<file path="src/rtl/branch_flag_unit_if.sv">
// Branch/compare/redirect signal bundle shared between the pipeline and the
// branch flag unit. The unit takes the slave view; the pipeline side (or a
// bench) takes the master view.
interface branch_flag_unit_if #(
  parameter int PC_W = 8
);
  logic            cmp_issue;
  logic            cmp_valid;
  logic            cmp_zero;
  logic            br_valid;
  logic [1:0]      br_cond;
  logic [PC_W-1:0] br_target;
  logic            br_ready;
  logic            redirect_valid;
  logic [PC_W-1:0] redirect_target;
  logic            redirect_ready;
  logic            flush;
  logic            zero_flag;
  logic            err;

  modport master (
    output cmp_issue, cmp_valid, cmp_zero,
    output br_valid, br_cond, br_target,
    output redirect_ready,
    input  br_ready, redirect_valid, redirect_target, flush, zero_flag, err
  );

  modport slave (
    input  cmp_issue, cmp_valid, cmp_zero,
    input  br_valid, br_cond, br_target,
    input  redirect_ready,
    output br_ready, redirect_valid, redirect_target, flush, zero_flag, err
  );
endinterface

</file>
<file path="src/rtl/branch_flag_unit.sv">
// Branch flag unit: tracks the architectural zero flag and the number of
// compares still in flight, resolves conditional branches once no compare is
// outstanding, and issues a fetch redirect plus a one-cycle flush when taken.
module branch_flag_unit #(
  parameter int PC_W     = 8,
  parameter int MAX_PEND = 3
) (
  input  logic              clk,
  input  logic              rst_n,
  branch_flag_unit_if.slave bus
);

  localparam int PEND_W = (MAX_PEND < 2) ? 1 : $clog2(MAX_PEND + 1);
  localparam logic [PEND_W-1:0] PEND_MAX = PEND_W'(MAX_PEND);

  typedef enum logic [1:0] {
    IDLE,
    WAIT_FLAG,
    REDIRECT
  } state_t;

  state_t            state_q, state_d;
  logic [PEND_W-1:0] pend_q, pend_d;
  logic              zero_flag_q, zero_flag_d;
  logic              err_q, err_d;
  logic [1:0]        cond_q, cond_d;
  logic [PC_W-1:0]   target_q, target_d;
  logic              redirect_valid_q, redirect_valid_d;
  logic [PC_W-1:0]   redirect_target_q, redirect_target_d;
  logic              flush_q, flush_d;

  logic              inc;
  logic              dec;
  logic              overflow;
  logic              underflow;
  logic              eff_zero;
  logic              resolve;
  logic [1:0]        res_cond;
  logic [PC_W-1:0]   res_target;

  // Taken rule: 00 always, 01 on zero, 10 on not-zero, 11 never.
  function automatic logic branch_taken(input logic [1:0] cond, input logic z);
    logic t;
    case (cond)
      2'b00:   t = 1'b1;
      2'b01:   t = z;
      2'b10:   t = ~z;
      default: t = 1'b0;
    endcase
    return t;
  endfunction

  // Pending-compare counter, zero flag and sticky error; runs in every state.
  always_comb begin
    inc         = bus.cmp_issue & ~bus.cmp_valid;
    dec         = bus.cmp_valid & ~bus.cmp_issue;
    overflow    = inc & (pend_q == PEND_MAX);
    underflow   = dec & (pend_q == '0);
    pend_d      = pend_q;
    if (inc && !overflow) begin
      pend_d = pend_q + PEND_W'(1);
    end else if (dec && !underflow) begin
      pend_d = pend_q - PEND_W'(1);
    end
    zero_flag_d = bus.cmp_valid ? bus.cmp_zero : zero_flag_q;
    eff_zero    = bus.cmp_valid ? bus.cmp_zero : zero_flag_q;
    err_d       = err_q | overflow | underflow;
  end

  // Branch FSM: accept in IDLE, wait for outstanding compares, then redirect.
  always_comb begin
    state_d           = state_q;
    cond_d            = cond_q;
    target_d          = target_q;
    redirect_valid_d  = redirect_valid_q;
    redirect_target_d = redirect_target_q;
    flush_d           = 1'b0;
    resolve           = 1'b0;
    res_cond          = bus.br_cond;
    res_target        = bus.br_target;

    case (state_q)
      IDLE: begin
        if (bus.br_valid) begin
          if (bus.br_cond == 2'b00 || bus.br_cond == 2'b11 || pend_d == '0) begin
            resolve = 1'b1;
          end else begin
            cond_d   = bus.br_cond;
            target_d = bus.br_target;
            state_d  = WAIT_FLAG;
          end
        end
      end
      WAIT_FLAG: begin
        res_cond   = cond_q;
        res_target = target_q;
        if (pend_d == '0) begin
          resolve = 1'b1;
        end
      end
      REDIRECT: begin
        if (bus.redirect_ready) begin
          state_d          = IDLE;
          redirect_valid_d = 1'b0;
        end
      end
      default: begin
        state_d = IDLE;
      end
    endcase

    if (resolve) begin
      if (branch_taken(res_cond, eff_zero)) begin
        state_d           = REDIRECT;
        redirect_valid_d  = 1'b1;
        redirect_target_d = res_target;
        flush_d           = 1'b1;
      end else begin
        state_d = IDLE;
      end
    end
  end

  // All state registers; reset abandons any branch in progress.
  always_ff @(posedge clk or negedge rst_n) begin
    if (!rst_n) begin
      state_q           <= IDLE;
      pend_q            <= '0;
      zero_flag_q       <= 1'b0;
      err_q             <= 1'b0;
      cond_q            <= 2'b00;
      target_q          <= '0;
      redirect_valid_q  <= 1'b0;
      redirect_target_q <= '0;
      flush_q           <= 1'b0;
    end else begin
      state_q           <= state_d;
      pend_q            <= pend_d;
      zero_flag_q       <= zero_flag_d;
      err_q             <= err_d;
      cond_q            <= cond_d;
      target_q          <= target_d;
      redirect_valid_q  <= redirect_valid_d;
      redirect_target_q <= redirect_target_d;
      flush_q           <= flush_d;
    end
  end

  assign bus.br_ready        = (state_q == IDLE);
  assign bus.redirect_valid  = redirect_valid_q;
  assign bus.redirect_target = redirect_target_q;
  assign bus.flush           = flush_q;
  assign bus.zero_flag       = zero_flag_q;
  assign bus.err             = err_q;

endmodule

</file>
<file path="src/flat_wrapper.sv">
// flat-port wrapper written by rule: the top's interface ports become plain ports
module branch_flag_unit_flat 
#(
  parameter int PC_W     = 8,
  parameter int MAX_PEND = 3
)
  (clk, rst_n, bus_cmp_issue, bus_cmp_valid, bus_cmp_zero, bus_br_valid, bus_br_cond, bus_br_target, bus_redirect_ready, bus_br_ready, bus_redirect_valid, bus_redirect_target, bus_flush, bus_zero_flag, bus_err);
  branch_flag_unit_if #(.PC_W(PC_W)) bus_i ();
  input  logic clk;
  input  logic rst_n;
  input wire logic [$bits(bus_i.cmp_issue)-1:0] bus_cmp_issue;
  input wire logic [$bits(bus_i.cmp_valid)-1:0] bus_cmp_valid;
  input wire logic [$bits(bus_i.cmp_zero)-1:0] bus_cmp_zero;
  input wire logic [$bits(bus_i.br_valid)-1:0] bus_br_valid;
  input wire logic [$bits(bus_i.br_cond)-1:0] bus_br_cond;
  input wire logic [$bits(bus_i.br_target)-1:0] bus_br_target;
  input wire logic [$bits(bus_i.redirect_ready)-1:0] bus_redirect_ready;
  output wire logic [$bits(bus_i.br_ready)-1:0] bus_br_ready;
  output wire logic [$bits(bus_i.redirect_valid)-1:0] bus_redirect_valid;
  output wire logic [$bits(bus_i.redirect_target)-1:0] bus_redirect_target;
  output wire logic [$bits(bus_i.flush)-1:0] bus_flush;
  output wire logic [$bits(bus_i.zero_flag)-1:0] bus_zero_flag;
  output wire logic [$bits(bus_i.err)-1:0] bus_err;
  assign bus_i.cmp_issue = bus_cmp_issue;
  assign bus_i.cmp_valid = bus_cmp_valid;
  assign bus_i.cmp_zero = bus_cmp_zero;
  assign bus_i.br_valid = bus_br_valid;
  assign bus_i.br_cond = bus_br_cond;
  assign bus_i.br_target = bus_br_target;
  assign bus_i.redirect_ready = bus_redirect_ready;
  assign bus_br_ready = bus_i.br_ready;
  assign bus_redirect_valid = bus_i.redirect_valid;
  assign bus_redirect_target = bus_i.redirect_target;
  assign bus_flush = bus_i.flush;
  assign bus_zero_flag = bus_i.zero_flag;
  assign bus_err = bus_i.err;
  branch_flag_unit #(.PC_W(PC_W), .MAX_PEND(MAX_PEND)) u_core (.clk(clk), .rst_n(rst_n), .bus(bus_i));
endmodule
</file>
<file path="config.mk">
export PLATFORM = sky130hd
export DESIGN_NAME = branch_flag_unit_flat
export DESIGN_NICKNAME = d
export VERILOG_FILES = /design/src/rtl/branch_flag_unit_if.sv /design/src/rtl/branch_flag_unit.sv /design/src/flat_wrapper.sv
export SDC_FILE = /design/constraint.sdc
export NUM_CORES = 1
export LEC_CHECK = 0
export ABC_AREA = 1
export CAP_MARGIN = 20
export CORE_MARGIN = 2
export CORE_UTILIZATION = 45
export DETAILED_ROUTE_END_ITERATION = 12
export PLACE_DENSITY = 0.72
export SYNTH_ARGS = -nofsm -noshare
export SYNTH_HDL_FRONTEND = slang
export SYNTH_SLANG_ARGS = --single-unit
</file>
<file path="constraint.sdc">
create_clock -name clk -period 3.45 [get_ports clk]
set_input_delay 0.5175 -clock clk [delete_from_list [all_inputs] [get_ports clk]]
set_output_delay 0.5175 -clock clk [all_outputs]
set_load 0.05 [all_outputs]
</file>
# Word-level counts from Yosys, hierarchy flattened
# Cells that the tools add are included.
[word_totals] out_inout_bits=13 register_bits=26
[classes] reduce_logical=14 n_bitwise=10 n_mux=23 eq_ne=10 n_addsub=2
[op_table] op="$mux W2" n=8
[op_table] op="$mux W1" n=11
[op_table] op="$logic_not A2 Y1" n=5
[op_table] op="$ne A3 B2 Y1 const B" n=3
[op_table] op="$eq A2 B2 Y1 const B" n=4
[op_table] op="$mux W8" n=1
[op_table] op="$pmux W2 S3" n=1
[op_table] op="$and A1 B1 Y1" n=4
[op_table] op="$eq A2 B1 Y1 const B" n=2
[op_table] op="$not A1 Y1" n=4
[op_table] op="$reduce_and A4 Y1" n=1
[op_table] op="$pmux W1 S3" n=1
[op_table] op="$reduce_and A3 Y1" n=1
[op_table] op="$add A2 B1 Y2 const B" n=1
[op_table] op="$logic_and A1 B1 Y1" n=2
[op_table] op="$logic_not A1 Y1" n=2
[op_table] op="$logic_or A1 B1 Y1" n=2
[op_table] op="$ne A2 B1 Y1 const B" n=1
[op_table] op="$or A1 B1 Y1" n=2
[op_table] op="$pmux W1 S2" n=1
[op_table] op="$reduce_and A2 Y1" n=1
[op_table] op="$sub A2 B1 Y2 const B" n=1

# Logic depth before layout (Yosys ltp)
[logic_depth] depth_word=15 depth_mapped=14 ltp_nobuf=13

# Least setup slack after synthesis
# Ideal clock, no wire load.
[synth_path] path_type="flip-flop to flip-flop" from="register u_core.state_q[1]" to="register u_core.redirect_target_q[0] (netlist: u_core.bus.redirect_target[0])" slack_ps=1403 stages_incl_launch_ff=8 path_buffers=1 arrival_time_ps=1930 path_cell_list="dfrtp_1 > nor2_1 > nand2_1 > nand2_4 > nand3_4 > buf_12 > nand2_2 > nand2_2"
[synth_between] elab_cells_between_ends=11
[synth_lines] item="from (decl)" line="branch_flag_unit.sv:22" rtl="state_t state_q, state_d;"
[synth_lines] item="from (signal assigned)" line="branch_flag_unit.sv:137" rtl="state_q <= state_d;"
[synth_lines] item="$logic_not A2 Y1"
[synth_lines] item="via bus_br_ready" line="flat_wrapper.sv:18" rtl="output wire logic [$bits(bus_i.br_ready)-1:0] bus_br_ready;"
[synth_lines] item="$pmux W1 S2" line="branch_flag_unit.sv:82" rtl="case (state_q)"
[synth_lines] item="$reduce_and A2 Y1 (no line)"
[synth_lines] item="to (signal assigned)" line="branch_flag_unit.sv:144" rtl="redirect_target_q <= redirect_target_d;"
[synth_lines] item="to (decl)" line="branch_flag_unit.sv:29" rtl="logic [PC_W-1:0] redirect_target_q, redirect_target_d;"
# The timed path passes the listed nets, and every way through them passes these cells. The select of a mux whose other input is x is not followed.
# A chain may end at the register's enable or synchronous reset.

# Final worst setup path
[layout_path] from="register u_core.state_q[1]" to="output port bus_br_ready"
[layout_between] elab_chain_cells=1
[layout_rtl] item="$logic_not A2 Y1" line="branch_flag_unit.sv:149" rtl="assign bus.br_ready = (state_q == IDLE);"
[layout_rtl] item="to (decl)" line="flat_wrapper.sv:18"
# Every way passes these cells.

==> results by group <==
STA
  • Period minus WS final: 2.27 ns
  • Actual slew at the worst max-slew pin: 0.585 ns
  • Setup TNS: 0 ns
  • Period utilization: 65.8%
  • Fin. max-slew vios: 0
  • Max transition margin: 60.9%
  • RSZ-0062 raised after global routing: false
  • Max Clk Rate: 440 MHz
  • Setup Skew: 0.00788 ns
  • Setup violators final: 0
  • Hold Vio Cnt, Final: 0
  • Post-route setup slack: 1.18 ns
  • Fin Hold WS: 0.496 ns

Route
  • Violation count after the first detailed-routing iteration: 53
  • Residual DRC: 0
  • First-pass DRT Iterations: 4
  • Drt total wl: 2.72 mm
  • Routed Antenna Nets: 0
  • DR vias: 1,120
  • Via density: 5.21
  • Routed len/inst: 12.7 um

Clock tree
  • CTS max path bufs: 2
  • Setup Fix Bufs, Post-CTS: 0
  • H-tree depth: 1
  • Cts hold-fix bufs: 0
  • CTS clk-pin slew, worst paths: 0.13 ns
  • CTS tree: done
  • Clock tree sinks: 26
  • CTS-repair resized insts: 0
  • CTS buffer count: 3
  • Worst skew pair latency: 0.33 ns
  • CTS root buf: clkbuf_4

Yosys
  • Primary FF master, synth: dfrtp_1
  • Share of the synthesized area in the top cell type: 47.2%
  • Biggest area consumer among synthesized cells: dfrtp_1
  • Synth Net Count: 171
  • Most instantiated cells after synthesis: nand2_1, dfrtp_1, inv_1, o21ai_0, nand2_2
  • YS warnings: 0
  • Share of the yosys chip area belonging to registers: 47.2%
  • Async S/R FF share, synth: 100%
  • Synthesized instance count: 152
  • Register bit total from synthesis: 26
  • Count leader, synth: nand2_1
  • Synth cell types: 25
  • EDFF count, synth: 0
  • Synth Cell Area: 0.00138 mm2
  • Avg Cell Area, Syn: 9.07 um2
  • Largest cells by area after synthesis: dfrtp_1, nand2_1, nand2_2

Worst setup path
  • Crit path DAT: 1.75 ns
  • CP Data Required Time: 2.93 ns
  • CP Class: reg2out
  • Delay-heaviest family, CP: buffers and inverters
  • Critical path capture point type: primary output
  • CP cell instances: nor2_1 > clkdlybuf4s50_1
  • Slowest cell on crit path: clkdlybuf4s50_1
  • Critical path buffer and inverter count: 1
  • CP max stage delay: 0.82 ns
  • Startpoint types: flip-flop
  • Crit-path max FO: 4

Placed design
  • PortBufs: 29
  • Placed Instances: 211
  • DP Wirelength: 2.13 mm
  • GPL Wtd Cong: 0.735
  • Place WS: 1.03 ns

Die
  • Die Height: 59.4 um
  • Die Footprint: 0.00352 mm2
  • Die X: 59.4 um
  • Core Area: 0.00298 mm2
  • Ports: 30
  • # rows: 20
  • Initial Util: 46.3%

GRT
  • Routing usage on met3: 2.62%
  • Global Route met2 Usage: 32.2%
  • First-pass GRT wire length: 4.95 mm
  • Busiest grt layer: met2
  • Number of global-route vias before repair: 1,133
  • Initial antenna violation count: 0
  • Total gr overflow: 0
  • Total GRT Usage: 18.7%
  • Pin count of the biggest net entering global routing: 16
  • M1 GR Usage: 23.4%

Cells and area
  • Diode count: 0
  • Layout cell share with drive strength beyond 1: 20.9%
  • Area growth from synthesis to layout: 25.6%
  • Nets: 202
  • Finished Layout Cells: 215

Worst hold path
  • Hold WC Path Type: reg2reg

Power and ir drop
  • Leak Pwr: 0.814 nW
  • Max VDD drop: 0.000347 V
  • Pwr dens: 893 mW/mm2
  • Final Power: 1.55 mW

Run
  • MaxCap Viol Count: 0

Status
  • Status: completed
registers in the layout, summed over array words and instances, names as in the netlist, 2 cells and up:
name                        count
u_core.bus.redirect_target      8
u_core.state_q                  2
u_core.cond_q                   2
u_core.pend_q                   2
u_core.target_q                 8
tightest hold or removal path: cells and delay by family (launching register included):
family	cells	cell delay, ns
flops	1	0.37
simple gates	2	0.11
layout by cell type, fill, tap and decap left out, types with 2 or more instances in the layout:
cell             instances
clkbuf_4                 3
nor3_1                   2
nor2_4                   2
inv_1                   16
nand2_2                 15
nand3_1                  2
clkdlybuf4s50_1         29
inv_2                    3
nand3_2                  5
nand4_1                 10
o21ai_2                  2
nand2_4                  3
ha_1                     2
nand2_1                 37
dfrtp_1                 26
o21ai_0                 16
final cells by class:
cell class | count | area, um2
clock buffer | 3 | 22.5
sequential | 26 | 651
inverter | 19 | 71.3
clock inverter | 1 | 30.0
multi-input combinational | 103 | 611
fill | 265 | 1250
timing repair buffer | 30 | 305
tap | 33 | 41.3
metrics by stage:
stage / utilization (%) / instance area (um2)
2_1_floorplan: - / 1380
3_3_place_gp: 55.9 / 1660
3_5_place_dp: 56.4 / 1680
4_1_cts: 58.2 / 1730
5_1_grt: 58.2 / 1730
6_report: 58.2 / 1730
layer usage:
metal / part of all wire (%) / wire length (um) / vias to the layer above
li1: - / - / 554
met4: 2.2 / 59 / 0
met1: 44 / 1190 / 536
met5: 0 / 0 / -
met2: 51 / 1380 / 23
met3: 3.2 / 87 / 7
where the power goes:
part	switching, mW	internal (mW)	total [mW]	leakage (nW)
Clock	0.0918	0.118	0.209	0.0279
Combinational	0.559	0.274	0.833	0.469
Sequential	0.0707	0.434	0.504	0.317
cells by family (layout without fill, tap and decap cells):
group	count (synthesis)	after routing	synth area share [%]
compound gates	20	20	8.44
buf+inv	23	53	8.53
simple gates	80	80	33.4
xor+xnor	1	1	0.635
flops	26	26	47.2
fa+ha+maj	2	2	1.81
path summary, 6_finish.rpt:
kind / startpoint / cells after the start / slack, ns / to
max: u_core.state_q[1] / 2 / 1.18 / bus_br_ready
min: u_core.bus.redirect_valid / 2 / 0.50 / u_core.bus.redirect_valid
max reg2reg: u_core.pend_q[0] / 11 / 1.43 / u_core.target_q[7]
min reg2reg: u_core.bus.redirect_valid / 2 / 0.50 / u_core.bus.redirect_valid
max in group asynchronous: rst_n / 2 / 2.40 / u_core.bus.redirect_target[0]
min in group asynchronous: rst_n / 1 / 0.54 / u_core.target_q[2]
No activity file was read; power rests on OpenSTA's default activity.
